--- src/rtl/bit_pack_pkg.sv ---
// ---------------------------------------------------------------------------
// bit_pack_pkg
// Shared definitions for the bit_pack block and its slice counter:
//   - ARCHITECTURE selector strings
//   - legal upper limits for slice width and slices per word
//   - count_width(): number of bits needed to count NUM_SLICES slots
// ---------------------------------------------------------------------------
package bit_pack_pkg;

  localparam string ARCH_BEHAVIORAL = "BEHAVIORAL";
  localparam string ARCH_VIRTEX5    = "VIRTEX5";
  localparam string ARCH_VIRTEX6    = "VIRTEX6";

  localparam int MAX_INPUT_DATA_WIDTH = 64;
  localparam int MAX_NUM_SLICES       = 64;

  // Width of a counter holding 0..num_slices-1; never narrower than 1 bit.
  function automatic int count_width(input int num_slices);
    return (num_slices > 1) ? $clog2(num_slices) : 1;
  endfunction

endpackage

--- src/rtl/bit_pack_slice_counter.sv ---
// ---------------------------------------------------------------------------
// slice_counter
// Slot counter for bit_pack, counting 0..NUM_SLICES-1 and wrapping to 0.
// Ports:
//   clk   in   clock, rising edge
//   rst   in   synchronous active-high reset (count -> 0)
//   inc   in   count one slice this cycle
//   clr   in   restart the word; applied before inc, so clr+inc gives 1
//   count out  current slot index
// ---------------------------------------------------------------------------
module slice_counter
  import bit_pack_pkg::*;
#(
  parameter int NUM_SLICES = 4,
  parameter int COUNT_W    = count_width(NUM_SLICES)
) (
  input  logic               clk,
  input  logic               rst,
  input  logic               inc,
  input  logic               clr,
  output logic [COUNT_W-1:0] count
);

  logic [COUNT_W-1:0] count_reg;
  logic [COUNT_W-1:0] base;
  logic [COUNT_W-1:0] count_next;

  always_comb begin
    base       = clr ? '0 : count_reg;
    count_next = base;
    if (inc) begin
      count_next = (base == COUNT_W'(NUM_SLICES - 1)) ? '0 : base + 1'b1;
    end
  end

  always_ff @(posedge clk) begin
    if (rst) begin
      count_reg <= '0;
    end else begin
      count_reg <= count_next;
    end
  end

  assign count = count_reg;

endmodule

--- src/rtl/bit_pack.sv ---
// ---------------------------------------------------------------------------
// bit_pack
// Packs NUM_SLICES consecutive INPUT_DATA_WIDTH-bit slices into one word.
// The first slice of a word goes to the MSBs (MSB_FIRST=1) or LSBs (0).
// sync_in forces the current slice (if any) into slot 0; a sync arriving
// mid-word discards the partial word and pulses sync_err.
//
// Optional feature macro: BIT_PACK_FLUSH_EN
//   Adds flush_in: emits a partially filled word (empty slots zero).
//
// Ports:
//   clk        in   clock, rising edge
//   rst        in   synchronous active-high reset
//   data_in    in   [W-1:0] slice
//   en_in      in   data_in valid
//   sync_in    in   start-of-word marker
//   data_out   out  [W*N-1:0] packed word, registered, held between loads
//   valid_out  out  one-cycle pulse when data_out is new
//   sync_err   out  one-cycle pulse when sync_in arrived mid-word
//   flush_in   in   (BIT_PACK_FLUSH_EN only) emit partial word
// ---------------------------------------------------------------------------
module bit_pack
  import bit_pack_pkg::*;
#(
  parameter string BLOCK_NAME       = "bit_pack",
  parameter int    X                = 0,
  parameter int    Y                = 0,
  parameter int    DX               = 0,
  parameter int    DY               = 0,
  parameter string ARCHITECTURE     = "BEHAVIORAL",
  parameter int    INPUT_DATA_WIDTH = 8,
  parameter int    NUM_SLICES       = 4,
  parameter int    MSB_FIRST        = 1
) (
  input  logic                                   clk,
  input  logic                                   rst,
  input  logic [INPUT_DATA_WIDTH-1:0]            data_in,
  input  logic                                   en_in,
  input  logic                                   sync_in,
  output logic [INPUT_DATA_WIDTH*NUM_SLICES-1:0] data_out,
  output logic                                   valid_out,
  output logic                                   sync_err
`ifdef BIT_PACK_FLUSH_EN
  ,
  input  logic                                   flush_in
`endif
);

  localparam int W      = INPUT_DATA_WIDTH;
  localparam int N      = NUM_SLICES;
  localparam int WORD_W = W * N;
  localparam int CW     = count_width(N);

  // Elaboration-time parameter checks.
  if (W < 1 || W > MAX_INPUT_DATA_WIDTH) begin : g_bad_width
    $error("bit_pack: INPUT_DATA_WIDTH out of range 1..64");
  end
  if (N < 2 || N > MAX_NUM_SLICES) begin : g_bad_slices
    $error("bit_pack: NUM_SLICES out of range 2..64");
  end
  if (X < 0 || Y < 0 || DX < 0 || DY < 0 || BLOCK_NAME == "") begin : g_bad_diagram
    $error("bit_pack: diagram placement parameters are invalid");
  end

  if (ARCHITECTURE == ARCH_BEHAVIORAL) begin : g_behavioral

    logic [CW-1:0]     count;
    logic [CW-1:0]     slot;
    logic              flush_fire;
    logic              last_slot;
    logic              load;
    logic [WORD_W-1:0] partial_reg;
    logic [WORD_W-1:0] partial_base;
    logic [WORD_W-1:0] merged;
    logic [WORD_W-1:0] data_out_reg;
    logic              valid_out_reg;
    logic              sync_err_reg;

`ifdef BIT_PACK_FLUSH_EN
    // Flush only if a partial word exists after this cycle's slice; sync
    // wins, and a flush on the final slot is just the normal full load.
    assign flush_fire = flush_in & ~sync_in &
                        (en_in ? (count != CW'(N - 1)) : (count != '0));
`else
    assign flush_fire = 1'b0;
`endif

    // A sync restarts the word, so the incoming slice lands in slot 0.
    assign slot         = sync_in ? '0 : count;
    assign partial_base = sync_in ? '0 : partial_reg;
    assign last_slot    = en_in & (slot == CW'(N - 1));
    assign load         = last_slot | flush_fire;

    // Merge the accepted slice into its slot; other slots keep prior content.
    for (genvar gi = 0; gi < N; gi++) begin : g_slot
      localparam int LO = (MSB_FIRST != 0) ? W * (N - 1 - gi) : W * gi;
      assign merged[LO +: W] = (en_in && slot == CW'(gi)) ? data_in
                                                          : partial_base[LO +: W];
    end

    slice_counter #(
      .NUM_SLICES (N),
      .COUNT_W    (CW)
    ) u_slice_counter (
      .clk   (clk),
      .rst   (rst),
      .inc   (en_in & ~flush_fire),
      .clr   (sync_in | flush_fire),
      .count (count)
    );

    always_ff @(posedge clk) begin
      if (rst) begin
        partial_reg   <= '0;
        data_out_reg  <= '0;
        valid_out_reg <= 1'b0;
        sync_err_reg  <= 1'b0;
      end else begin
        valid_out_reg <= load;
        sync_err_reg  <= sync_in & (count != '0);
        partial_reg   <= load ? '0 : merged;
        if (load) begin
          data_out_reg <= merged;
        end
      end
    end

    assign data_out  = data_out_reg;
    assign valid_out = valid_out_reg;
    assign sync_err  = sync_err_reg;

  end else begin : g_device_arch

    // VIRTEX5 and VIRTEX6 selections hold all outputs idle.
    if (ARCHITECTURE != ARCH_VIRTEX5 && ARCHITECTURE != ARCH_VIRTEX6) begin : g_bad_arch
      $error("bit_pack: unknown ARCHITECTURE");
    end
    assign data_out  = '0;
    assign valid_out = 1'b0;
    assign sync_err  = 1'b0;

  end

endmodule

--- config.mk ---
export PLATFORM = sky130hd
export DESIGN_NAME = bit_pack
export DESIGN_NICKNAME = d
export VERILOG_FILES = /design/src/rtl/bit_pack_pkg.sv /design/src/rtl/bit_pack_slice_counter.sv /design/src/rtl/bit_pack.sv
export SDC_FILE = /design/constraint.sdc
export NUM_CORES = 1
export LEC_CHECK = 0
export CORE_ASPECT_RATIO = 0.75
export CORE_MARGIN = 1.5
export CORE_UTILIZATION = 53
export CTS_BUF_LIST = sky130_fd_sc_hd__clkbuf_4 sky130_fd_sc_hd__clkbuf_8 sky130_fd_sc_hd__clkbuf_16
export DETAILED_ROUTE_END_ITERATION = 10
export GPL_ROUTABILITY_DRIVEN = 0
export PLACE_DENSITY = 0.81
export REMOVE_ABC_BUFFERS = 1
export SKIP_CTS_REPAIR_TIMING = 1
export SYNTH_ARGS = -nofsm -noshare
export SYNTH_HDL_FRONTEND = slang
export SYNTH_SLANG_ARGS = --single-unit
--- constraint.sdc ---
create_clock -name clk -period 2.7 [get_ports clk]
set_clock_uncertainty 0.1 [all_clocks]
set_input_delay 0.54 -clock clk [delete_from_list [all_inputs] [get_ports clk]]
set_output_delay 0.54 -clock clk [all_outputs]
set_load 0.05 [all_outputs]
## Word-level counts from Yosys, hierarchy flattened

Index checks and enable logic that the tools add are counted.

| storage, ports and cells | value |
|---|---|
| register bits after elaboration | 68 |
| word-level logic and storage cells | 26 |

| operators by class | value |
|---|---|
| reduce and logical (&&, ||, !) cells | 7 |
| bitwise logic cells | 2 |
| muxes and demuxes | 8 |
| eq/ne operators | 3 |
| add/subtract/negate cells | 1 |

Operators with widths:

| kind | count |
|---|---|
| 32-bit two-way mux | 1 |
| 8-bit two-way mux | 4 |
| 2-bit two-way mux | 3 |
| 2-bit == test (second input constant) | 2 |
| 1-bit logical AND | 4 |
| 2-bit by 1-bit adder with 2-bit output (second input constant) | 1 |
| 1-bit bitwise AND | 2 |
| 2-bit by 1-bit == test with 1-bit output (second input constant) | 1 |
| 2-bit logical NOT | 1 |
| 2-bit nonzero test | 1 |
| 2-bit OR reduction | 1 |

## Longest topological paths before layout

| depth | value |
|---|---|
| depth in word-level cells | 4 |
| gate-level depth with buffers | 6 |
| mapped depth without buffers | 5 |

## Cells and area by module

Synthesis repeated with hierarchy kept, for this count alone.

| second synthesis, totals | value |
|---|---|
| cell total of the unflattened synthesis | 200 |
| area, all modules | 2198.4 um^2 |

By module, submodules not included:

| module | times used | seq. area each (um^2) | cells an instance | area each (um^2) |
|---|---|---|---|---|
| bit_pack | 1 | 1161.1 | 192 | 2109.5 |
| slice_counter | 1 | 40.0 | 8 | 88.8 |

## Least setup slack after synthesis

Ideal clock, no wire load.

| timing path | value |
|---|---|
| path kind | input -> register |
| start | input port sync_in |
| end | register g_behavioral.data_out_reg[30] (netlist: data_out[30]) |
| path buffers | 1 |
| arrival time | 1.583 ns |
| path slack | 0.885 ns |
| cell stages on the path | 6 |
| path through | clkbuf_1 -> nand2b_1 -> ha_1 -> nand2_2 -> mux2i_1 -> a211oi_2 |

| on the way | value |
|---|---|
| word-level cells in the longest chain between the ends | 4 |

Ends and longest elaborated chain:

| element | line | source |
|---|---|---|
| start, declared | bit_pack.sv:39 | `input logic sync_in,` |
| 2-bit two-way mux | bit_pack.sv:89 | `assign slot = sync_in ? '0 : count;` |
| 2-bit logical NOT | bit_pack.sv:97 | `assign merged[LO +: W] = (en_in && slot == CW'(gi)) ? data_in` |
| 1-bit logical AND | bit_pack.sv:97 |  |
| 8-bit two-way mux | bit_pack.sv:97 |  |
| end signal, assigned | bit_pack.sv:123 | `data_out_reg <= merged;` |
| end, declared | bit_pack.sv:75 | `logic [WORD_W-1:0] data_out_reg;` |

Several ways; a longest one is shown, not always the timed one.
A chain may end at the register's enable or synchronous reset.

## Worst setup path after layout

| timing path | value |
|---|---|
| start | register g_behavioral.data_out_reg[30] (netlist: data_out[30]) |
| end | output port data_out[30] |

RTL lines:

| element | line | source |
|---|---|---|
| end, declared | bit_pack.sv:40 | `output logic [INPUT_DATA_WIDTH*NUM_SLICES-1:0] data_out,` |

No word-level cell between the ends.

==> results.md <==
* Crit path buf inv count at 1
* Syn-to-layout area delta at 31.5%
* Worst-path cell chain: clkdlybuf4s50_1
* Crit path time final at 2150 ps
* Die ar. at 4610 sq um
* DRC violations left at 0
* Fin crit share at 79.6%
* Final hold vios at 0
* Library cells used by synthesis at 23
* Starting DRT DRC Count at 37
* Nets at 298
* Initial core utilization at 55.0%
* Cell Pwr Density at 669 nW/um^2
* Via count at 1,719
* CTS Buf Count at 9
* Core Footprint at 4050 sq um
* Initial antenna violation count at 0
* All-layer global routing usage at 22.3%
* Root buf cell: clkbuf_8
* Hold Worst Slack at 353 ps
* Status: completed
* Layout cells sized above 1 at 9.31%
* Total power at 1960 uW
* Yosys warns at 0
* Seq cells post-synth at 60
* ANT nets after route at 0
* Row cnt at 20
* Leak pwr at 0.00115 uW
* Unrepaired setup endpoints after global routing: false
* MaxCap Viol Count at 0
* Clock Latency Late Sink at 340 ps
* Grt ovf at 0
* # diodes at 0
* Die width at 77.9 microns
* CTS tree: yes
* Peak supply drop at 0.471 mV
* Worst Path Required at 2060 ps
* Synthesized area at 2230 sq um
* Post-Syn Instances at 242
* Critical path endpoint category: output pin
* Die outline height at 59.2 microns
* Crit path DAT at 1510 ps
* First-pass GRT wire length at 7530 microns
* Slew Limit Fails at 0
* Ports at 46
* Hpwl dp at 2820 microns
* Max FFs per register at 32
* Delay-heaviest family, CP: buffers and inverters
* Least-Margin Pin Slew at 687 ps
* Total iterations of the first detailed-routing run at 4
* Slowest CP cell: clkdlybuf4s50_1
* Drt via density at 4.98
* DP Area at 2690 sq um
* Slowest stage delay, CP at 830 ps
* Critical path class: register to output pin
* Critical Path Start Type: register
* Number of global-route vias before repair at 1,636
* Avg Synthesized Cell Area at 9.21 sq um
* Pin count of the biggest net entering global routing at 41
* Detailed Route WL at 4520 microns
* WL/cell at 13.1 microns
* PortBufs at 45
* Clock transition at path regs at 60 ps
* Fin area at 2930 sq um
* Clock Sink Count at 60
* Register area share after synthesis at 53.9%
* Htree depth at 3
* Worst Hold Class: register to register
* Setup ws final at 551 ps
* Setup WS pre-CTS at 356 ps
* Total Neg Setup Slack at 0 ps
* Final setup vio count at 0
* Max Fclk at 0.465 GHz
* CP max FO at 2
* Longest Clk Path Bufs at 2
* Rel. slew slack at 54.2%
[path summary, 6_finish.rpt]
kind,slack [ps],start,endpoint,cells after the start
max,550,data_out[30]$_SDFFE_PP0P_,data_out[30],1
min,350,data_out[6]$_SDFFE_PP0P_,data_out[6]$_SDFFE_PP0P_,2
max reg2reg,1020,g_behavioral.u_slice_counter.count[0]$_SDFF_PP0_,data_out[30]$_SDFFE_PP0P_,5
min reg2reg,350,data_out[6]$_SDFFE_PP0P_,data_out[6]$_SDFFE_PP0P_,2
[cell type report]
| cell class | count | area (sq um) |
|---|---|---|
| flip-flops and latches | 60 | 1200 |
| fillers | 340 | 1120 |
| multi-input cells | 163 | 913 |
| repair buffers | 51 | 508 |
| clock buffers | 11 | 139 |
| clock inverters | 5 | 100 |
| well taps | 55 | 68.8 |
[tightest hold or removal path, cell delays in order, from the launching register on]
cell and delay [ps]:
dfxtp_1 300, nand2_1 50, a21oi_1 50
[metrics by stage]
stage	instances	utilization, %
finish	345	72.3
detailed placement	329	66.4
global route	345	72.3
floorplan	223	-
global placement	329	66.4
CTS	345	72.3
[power by group]
group	internal [uW]	total, uW	switching [uW]
Sequential	896	901	5.04
Clock	630	963	332
Combinational	41.3	95.4	54.1
[cells by family after synthesis]
family | Yosys count | share of synthesized area (%)
simple gates | 103 | 20.1
flops | 60 | 53.9
compound gates | 35 | 9.55
mux | 24 | 10.8
buf+inv | 19 | 5.11
fa+ha+maj | 1 | 0.561
[Yosys cell counts (all sizes together)]
| master | count | area (sq um) |
|---|---|---|
| or2 | 1 | 6.26 |
| nor2 | 35 | 131 |
| nand4b | 1 | 15.0 |
| dfxtp | 60 | 1200 |
| nor3b | 1 | 7.51 |
| a21oi | 25 | 125 |
| nor2b | 8 | 50.1 |
| a311o | 1 | 10.0 |
| nand3b | 2 | 15.0 |
| clkbuf | 3 | 11.3 |
| nand2b | 3 | 18.8 |
| o21a | 1 | 7.51 |
| buf | 16 | 103 |
| mux2i | 24 | 240 |
| ha | 1 | 12.5 |
| nand2 | 51 | 194 |
| a211oi | 8 | 70.1 |
| and4b | 1 | 10.0 |
[layout by cell type (no fill, tap or decap)]
master,n
a21oi_1,25
nand3b_1,2
clkinv_2,2
buf_4,5
a211oi_1,6
dfxtp_1,60
mux2i_1,24
nand2_2,1
nand4b_2,1
ha_1,1
o21a_1,1
nor2_1,35
nor2b_1,8
or2_2,1
nor3b_1,1
bufinv_16,3
a211oi_2,2
clkbuf_4,2
clkdlybuf4s50_1,45
nand2_1,50
buf_12,1
a311o_1,1
and4b_1,1
clkbuf_8,9
nand2b_1,3
[metal layers]
layer | GRT usage, % | wire length [microns] | vias up
li1 | - | - | 881
met1 | 25.4 | 2130 | 787
met2 | 36.6 | 2090 | 47
met3 | 10.3 | 265 | 4
met4 | 9.61 | 42 | 0
met5 | 0 | 0 | -
Power figures use the tool's default switching activity.
